==> config.mk <==
export PLATFORM = sky130hd
export DESIGN_NAME = instruction_fetch_unit
export DESIGN_NICKNAME = d
export VERILOG_FILES = /design/src/rtl/mips_pkg.sv /design/src/rtl/if_id_pipe_reg.sv /design/src/rtl/instruction_fetch_unit.sv
export SDC_FILE = /design/constraint.sdc
export NUM_CORES = 1
export LEC_CHECK = 0
export BUFFER_PORTS_ARGS = -buffer_cell sky130_fd_sc_hd__buf_2
export CAP_MARGIN = 5
export CELL_PAD_IN_SITES_DETAIL_PLACEMENT = 1
export CELL_PAD_IN_SITES_GLOBAL_PLACEMENT = 2
export CORE_UTILIZATION = 34
export CTS_BUF_LIST = sky130_fd_sc_hd__clkbuf_4 sky130_fd_sc_hd__clkbuf_8
export CTS_CLUSTER_SIZE = 28
export DETAILED_ROUTE_END_ITERATION = 7
export HOLD_SLACK_MARGIN = 0.03
export PLACE_DENSITY = 0.95
export SLEW_MARGIN = 20
export SYNTH_ARGS = -nofsm -noshare
export SYNTH_HDL_FRONTEND = slang
export SYNTH_SLANG_ARGS = --single-unit
==> constraint.sdc <==
create_clock -name clk -period 6.7 [get_ports clk]
set_input_delay 0.335 -clock clk [delete_from_list [all_inputs] [get_ports clk]]
set_output_delay 0.335 -clock clk [all_outputs]
set_load 0.05 [all_outputs]
==> src/rtl/mips_pkg.sv <==
// Shared types and constants for the instruction fetch slice.
// IF/ID bundle layout, NOP encoding and default PC values.
package mips_pkg;

    localparam int INSTR_W = 32;
    localparam int ADDR_W  = 32;

    localparam logic [INSTR_W-1:0] NOP_INSTR        = 32'h0000_0000;
    localparam logic [ADDR_W-1:0]  DEFAULT_RESET_PC = 32'h0000_0000;
    localparam logic [ADDR_W-1:0]  DEFAULT_END_PC   = 32'h0000_0060;

    typedef struct packed {
        logic               valid;
        logic [ADDR_W-1:0]  pc;
        logic [ADDR_W-1:0]  pc_plus4;
        logic [INSTR_W-1:0] instr;
    } if_id_t;

    typedef enum logic {
        S_FETCH,
        S_HALT
    } ifu_state_e;

endpackage

==> src/rtl/if_id_pipe_reg.sv <==
// IF/ID pipeline register with hold (stall) and flush (redirect).
// Flush clears valid/instr only; pc fields keep their last value.
module if_id_pipe_reg
    import mips_pkg::*;
(
    input  logic               clk,
    input  logic               reset,
    input  logic               hold,
    input  logic               flush,
    input  logic               d_valid,
    input  logic [ADDR_W-1:0]  d_pc,
    input  logic [ADDR_W-1:0]  d_pc_plus4,
    input  logic [INSTR_W-1:0] d_instr,
    output logic               q_valid,
    output logic [ADDR_W-1:0]  q_pc,
    output logic [ADDR_W-1:0]  q_pc_plus4,
    output logic [INSTR_W-1:0] q_instr
);

    if_id_t q;

    always_ff @(posedge clk) begin
        if (reset) begin
            q <= '0;
        end else if (flush) begin
            q.valid <= 1'b0;
            q.instr <= NOP_INSTR;
        end else if (!hold) begin
            q.valid    <= d_valid;
            q.pc       <= d_pc;
            q.pc_plus4 <= d_pc_plus4;
            q.instr    <= d_instr;
        end
    end

    assign q_valid    = q.valid;
    assign q_pc       = q.pc;
    assign q_pc_plus4 = q.pc_plus4;
    assign q_instr    = q.instr;

endmodule

==> src/rtl/instruction_fetch_unit.sv <==
// Instruction fetch: PC, imem request tracking, IF/ID load.
// Define IFETCH_HALT_EN to stop fetching at END_PC (FETCH/HALT FSM).
module instruction_fetch_unit
    import mips_pkg::*;
#(
    parameter logic [31:0] RESET_PC = DEFAULT_RESET_PC,
    parameter logic [31:0] END_PC   = DEFAULT_END_PC
) (
    input  logic        clk,
    input  logic        reset,
    output logic [31:0] imem_pc,
    input  logic [31:0] imem_instr,
    input  logic        stall,
    input  logic        redirect,
    input  logic [31:0] redirect_pc,
    output logic        ifid_valid,
    output logic [31:0] ifid_pc,
    output logic [31:0] ifid_pc_plus4,
    output logic [31:0] ifid_instr,
    output logic        halted
);

    logic [31:0] fetch_pc, fetch_pc_d;
    logic [31:0] req_pc, req_pc_d;
    logic        req_valid, req_valid_d;
    logic [31:0] tgt;
    logic        in_halt, redir_ok, issue_ok, go_halt;
    logic        do_redir, do_hold, do_run;

    assign tgt = {redirect_pc[31:2], 2'b00};

`ifdef IFETCH_HALT_EN
    ifu_state_e state, state_d;

    assign in_halt  = (state == S_HALT);
    assign redir_ok = redirect && (!in_halt || tgt < END_PC);
    assign issue_ok = !in_halt && (fetch_pc < END_PC);
    // Enter HALT only once nothing is in flight or in IF/ID.
    assign go_halt  = !in_halt && !issue_ok && !req_valid && !ifid_valid;

    always_ff @(posedge clk) begin
        if (reset) state <= S_FETCH;
        else       state <= state_d;
    end

    always_comb begin
        state_d = state;
        unique case (1'b1)
            do_redir: state_d = S_FETCH;
            do_run && go_halt: state_d = S_HALT;
            default: state_d = state;
        endcase
    end

    assign halted = in_halt;
`else
    assign in_halt  = 1'b0;
    assign redir_ok = redirect;
    assign issue_ok = 1'b1;
    assign go_halt  = 1'b0;
    assign halted   = 1'b0;
`endif

    assign do_redir = redir_ok;
    assign do_hold  = !redirect && stall && !in_halt;
    assign do_run   = !do_redir && !do_hold;

    always_comb begin
        fetch_pc_d  = fetch_pc;
        req_pc_d    = req_pc;
        req_valid_d = req_valid;
        unique case (1'b1)
            do_redir: begin
                req_valid_d = 1'b1;
                req_pc_d    = tgt;
                fetch_pc_d  = tgt + 32'd4;
            end
            do_hold: begin
                req_valid_d = req_valid;
            end
            do_run: begin
                if (issue_ok) begin
                    req_valid_d = 1'b1;
                    req_pc_d    = fetch_pc;
                    fetch_pc_d  = fetch_pc + 32'd4;
                end else begin
                    req_valid_d = 1'b0;
                end
            end
            default: req_valid_d = req_valid;
        endcase
    end

    always_ff @(posedge clk) begin
        if (reset) begin
            fetch_pc  <= RESET_PC;
            req_pc    <= '0;
            req_valid <= 1'b0;
        end else begin
            fetch_pc  <= fetch_pc_d;
            req_pc    <= req_pc_d;
            req_valid <= req_valid_d;
        end
    end

    // Stall re-presents req_pc so imem_instr keeps the in-flight word.
    always_comb begin
        imem_pc = fetch_pc;
        if (reset)         imem_pc = RESET_PC;
        else if (redirect) imem_pc = tgt;
        else if (stall)    imem_pc = req_pc;
    end

    if_id_pipe_reg u_ifid (
        .clk        (clk),
        .reset      (reset),
        .hold       (do_hold),
        .flush      (do_redir),
        .d_valid    (req_valid),
        .d_pc       (req_pc),
        .d_pc_plus4 (req_pc + 32'd4),
        .d_instr    (req_valid ? imem_instr : NOP_INSTR),
        .q_valid    (ifid_valid),
        .q_pc       (ifid_pc),
        .q_pc_plus4 (ifid_pc_plus4),
        .q_instr    (ifid_instr)
    );

endmodule
==> results.toml <==
[routing]
routed_wl_um = 23900
firstDrtPassIters = 4
num_vias = 7419
avgViaCountPerCell = 5.28
drtIter0Drc = 371
drc = 0
ant_nets = 0
wire_per_inst_um = 17.0

[timing]
tightestPinTransition_ns = 0.870
period_share_pct = 51.7
max_freq_ghz = 0.289
finalHoldViolCount = 0
relSlewSlack_pct = 42.0
rsz0062_at_grt = "no"
fin_skew_ns = 0.0123
final-setup-viol-count = 0
fin_setup_tns_ns = 0
final_max_slew_viol_count = 0
fin_crit_ns = 3.46

[placement]
io_buffers = 188
gp_congestion = 0.789
hpwl_um = 16900
placed_cell_area_um2 = 8770

[clock_network]
clock_tree.root_cell = "clkbuf_8"
cts_max_level = 4
cts_resized = 0
cts-buffers-inserted = 17
cts_tree = "done"
insertion_delay_ns = 0.46
cts_hold_buf = 0
cts.sinks = 154
clockBufferDepth = 2
clk_pin_slew_ns = 0.09
postCtsSetupRepairBufs = 0

[floorplanning]
die_h_um = 153
io_pins = 198
start_util_pct = 35.2
fp.coreArea_um2 = 22100
fp-row-count = 54
die-area_um2 = 23500
fp.dieW_um = 153

[global_route]
grt_pass1_wl_um = 39200
grt_usage_pct = 20.6
grt_max_degree = 84
overflow = 0
antenna_found_initial = 2
first_global_vias = 7562

[layout]
layout-area-overhead-vs-synth_pct = 18.3
fillers = 2745
finish.instance_area_um2 = 9200
final_nets = 1180
final_util_pct = 41.6
layout-drive-gt1-share_pct = 22.5

[synth]
postSynthCellCount = 972
synth_top_area_cell = "dfxtp_1"
synthMostInstantiatedCell = "dfxtp_1"
synth_top_area_share_pct = 39.7
yosys-top-cells-area = "dfxtp_1 (40%), nor2_1 (7.0%), a21oi_1 (6.4%)"
avgSynthCellArea_um2 = 8.00
synth_commonest_cells = "dfxtp_1 (154), nor2_1 (145), nand2_1 (131), a21oi_1 (99), nand3_1 (49)"
synth-edff-count = 0
syn_area_um2 = 7770
yosysWarnings = 0
yosysSeqAreaShare_pct = 39.7
synth_async_sr_flop_share_pct = 0
synth_cell_type_count = 64
synthFlopType = "dfxtp_1"
ys_ff_latch = 154

[power_and_ir_drop]
p_leak_nw = 3.66
peakVddDrop_v = 0.000109
power.density_nw_per_um2 = 236

[worst_setup_path]
critPathKind = "in2reg"
cp_slowest_cell = "or2_2"
crit_chain = "buf_4 -> or2_2 -> nand2_1 -> nand2_1 -> ha_1 -> and3_1 -> a22o_1 -> nand4_2 -> or4_1 -> nand3_1 -> a21oi_1"
crit_top_cell = "nand2_1"
cp.arrival_ns = 3.78
crit_path_end_kind = "register"
crit_buf_inv = 1
startpoint_type = "input port"
cp.required_ns = 7.02
crit_path_max_fanout = 62
crit_family = "simple AND/OR/NAND/NOR gates"
slowest_delay_ns = 0.60

[job]
cap_viol_max_count = 0

[hold_path]
holdCritPathClass = "in2reg"

[status]
outcome = "completed"
## kinds of logic (layout without fill, tap and decap cells)
logic type,count (synthesis),count (layout),share of synthesized area [%]
compound gates,213,213,17.5
xor+xnor,68,68,7.66
other cells,1,9,0.0482
mux,36,36,4.67
buf+inv,86,230,5.20
flops,154,154,39.7
simple gates,412,412,25.0
fa+ha+maj,2,2,0.322
## report_power, final
| group | internal (mW) | total, mW | switching (mW) |
|---|---|---|---|
| logic | 0.109 | 0.384 | 0.275 |
| clock network | 0.378 | 0.778 | 0.400 |
| registers | 0.959 | 1.01 | 0.0507 |
## worst min-delay path: cells and delay by family
family | cells | cell delay [ns]
compound gates | 1 | 0.06
buf+inv | 1 | 0.10
simple gates | 1 | 0.07
## cell type report
class                      instances  area (um^2)  share of cell area (%)
clock buffer                      17          234                    2.54
clock inverter                    14          188                    2.04
timing repair buffer             195         1000                    10.9
inverter                           4         15.0                   0.163
tap                              280          350                    3.81
sequential                       154         3080                    33.5
multi-input combinational        738         4320                    47.0
antenna                            2         5.00                  0.0544
## metal layers
layer	part of all wire, %	GRT usage (%)	vias up
li1	-	-	3661
met3	5.9	5.53	28
met1	47	26.4	3538
met4	1.7	6.11	0
met2	46	33.9	192
met5	0	0	-
## stage by stage
stage                     hold slack [ns]  setup WS, ns  instances  power [mW]
after global routing                0.121          3.04       1402        2.27
after global placement              0.434          2.88       1371        1.41
after detailed placement            0.443          2.79       1371        1.42
after floorplan                     0.444          3.35        978        1.31
final                               0.132          3.24       1404        2.17
after CTS                           0.103          3.28       1402        2.19
## registers in the layout, summed over array words and instances (netlist names)
register	count
u_ifid.q_instr	32
u_ifid.q_pc	30
u_ifid.q_valid	1
req_valid	1
req_pc	30
u_ifid.q_pc_plus4	30
fetch_pc	30
## cells in the final DEF (no fill, tap or decap), types with 14 or more instances in the layout
cell type	n
buf_2	185
dfxtp_1	153
nor2_1	143
nand2_1	131
a21oi_1	99
nand3_1	49
xnor2_1	39
a211oi_1	38
mux2i_1	34
xor2_1	29
nor3_1	17
clkbuf_8	17
o211ai_1	14
## path summary, 6_finish.rpt
| kind | startpoint | to | slack, ns | depth (start not counted) |
|---|---|---|---|---|
| min reg2reg | u_ifid.q_instr[26] | u_ifid.q_instr[26] | 0.45 | 2 |
| min | imem_instr[7] | u_ifid.q_instr[7] | 0.13 | 3 |
| max reg2reg | fetch_pc[2] | fetch_pc[26] | 3.95 | 9 |
| max | redirect | fetch_pc[26] | 3.24 | 11 |
Power figures use the tool's default switching activity.
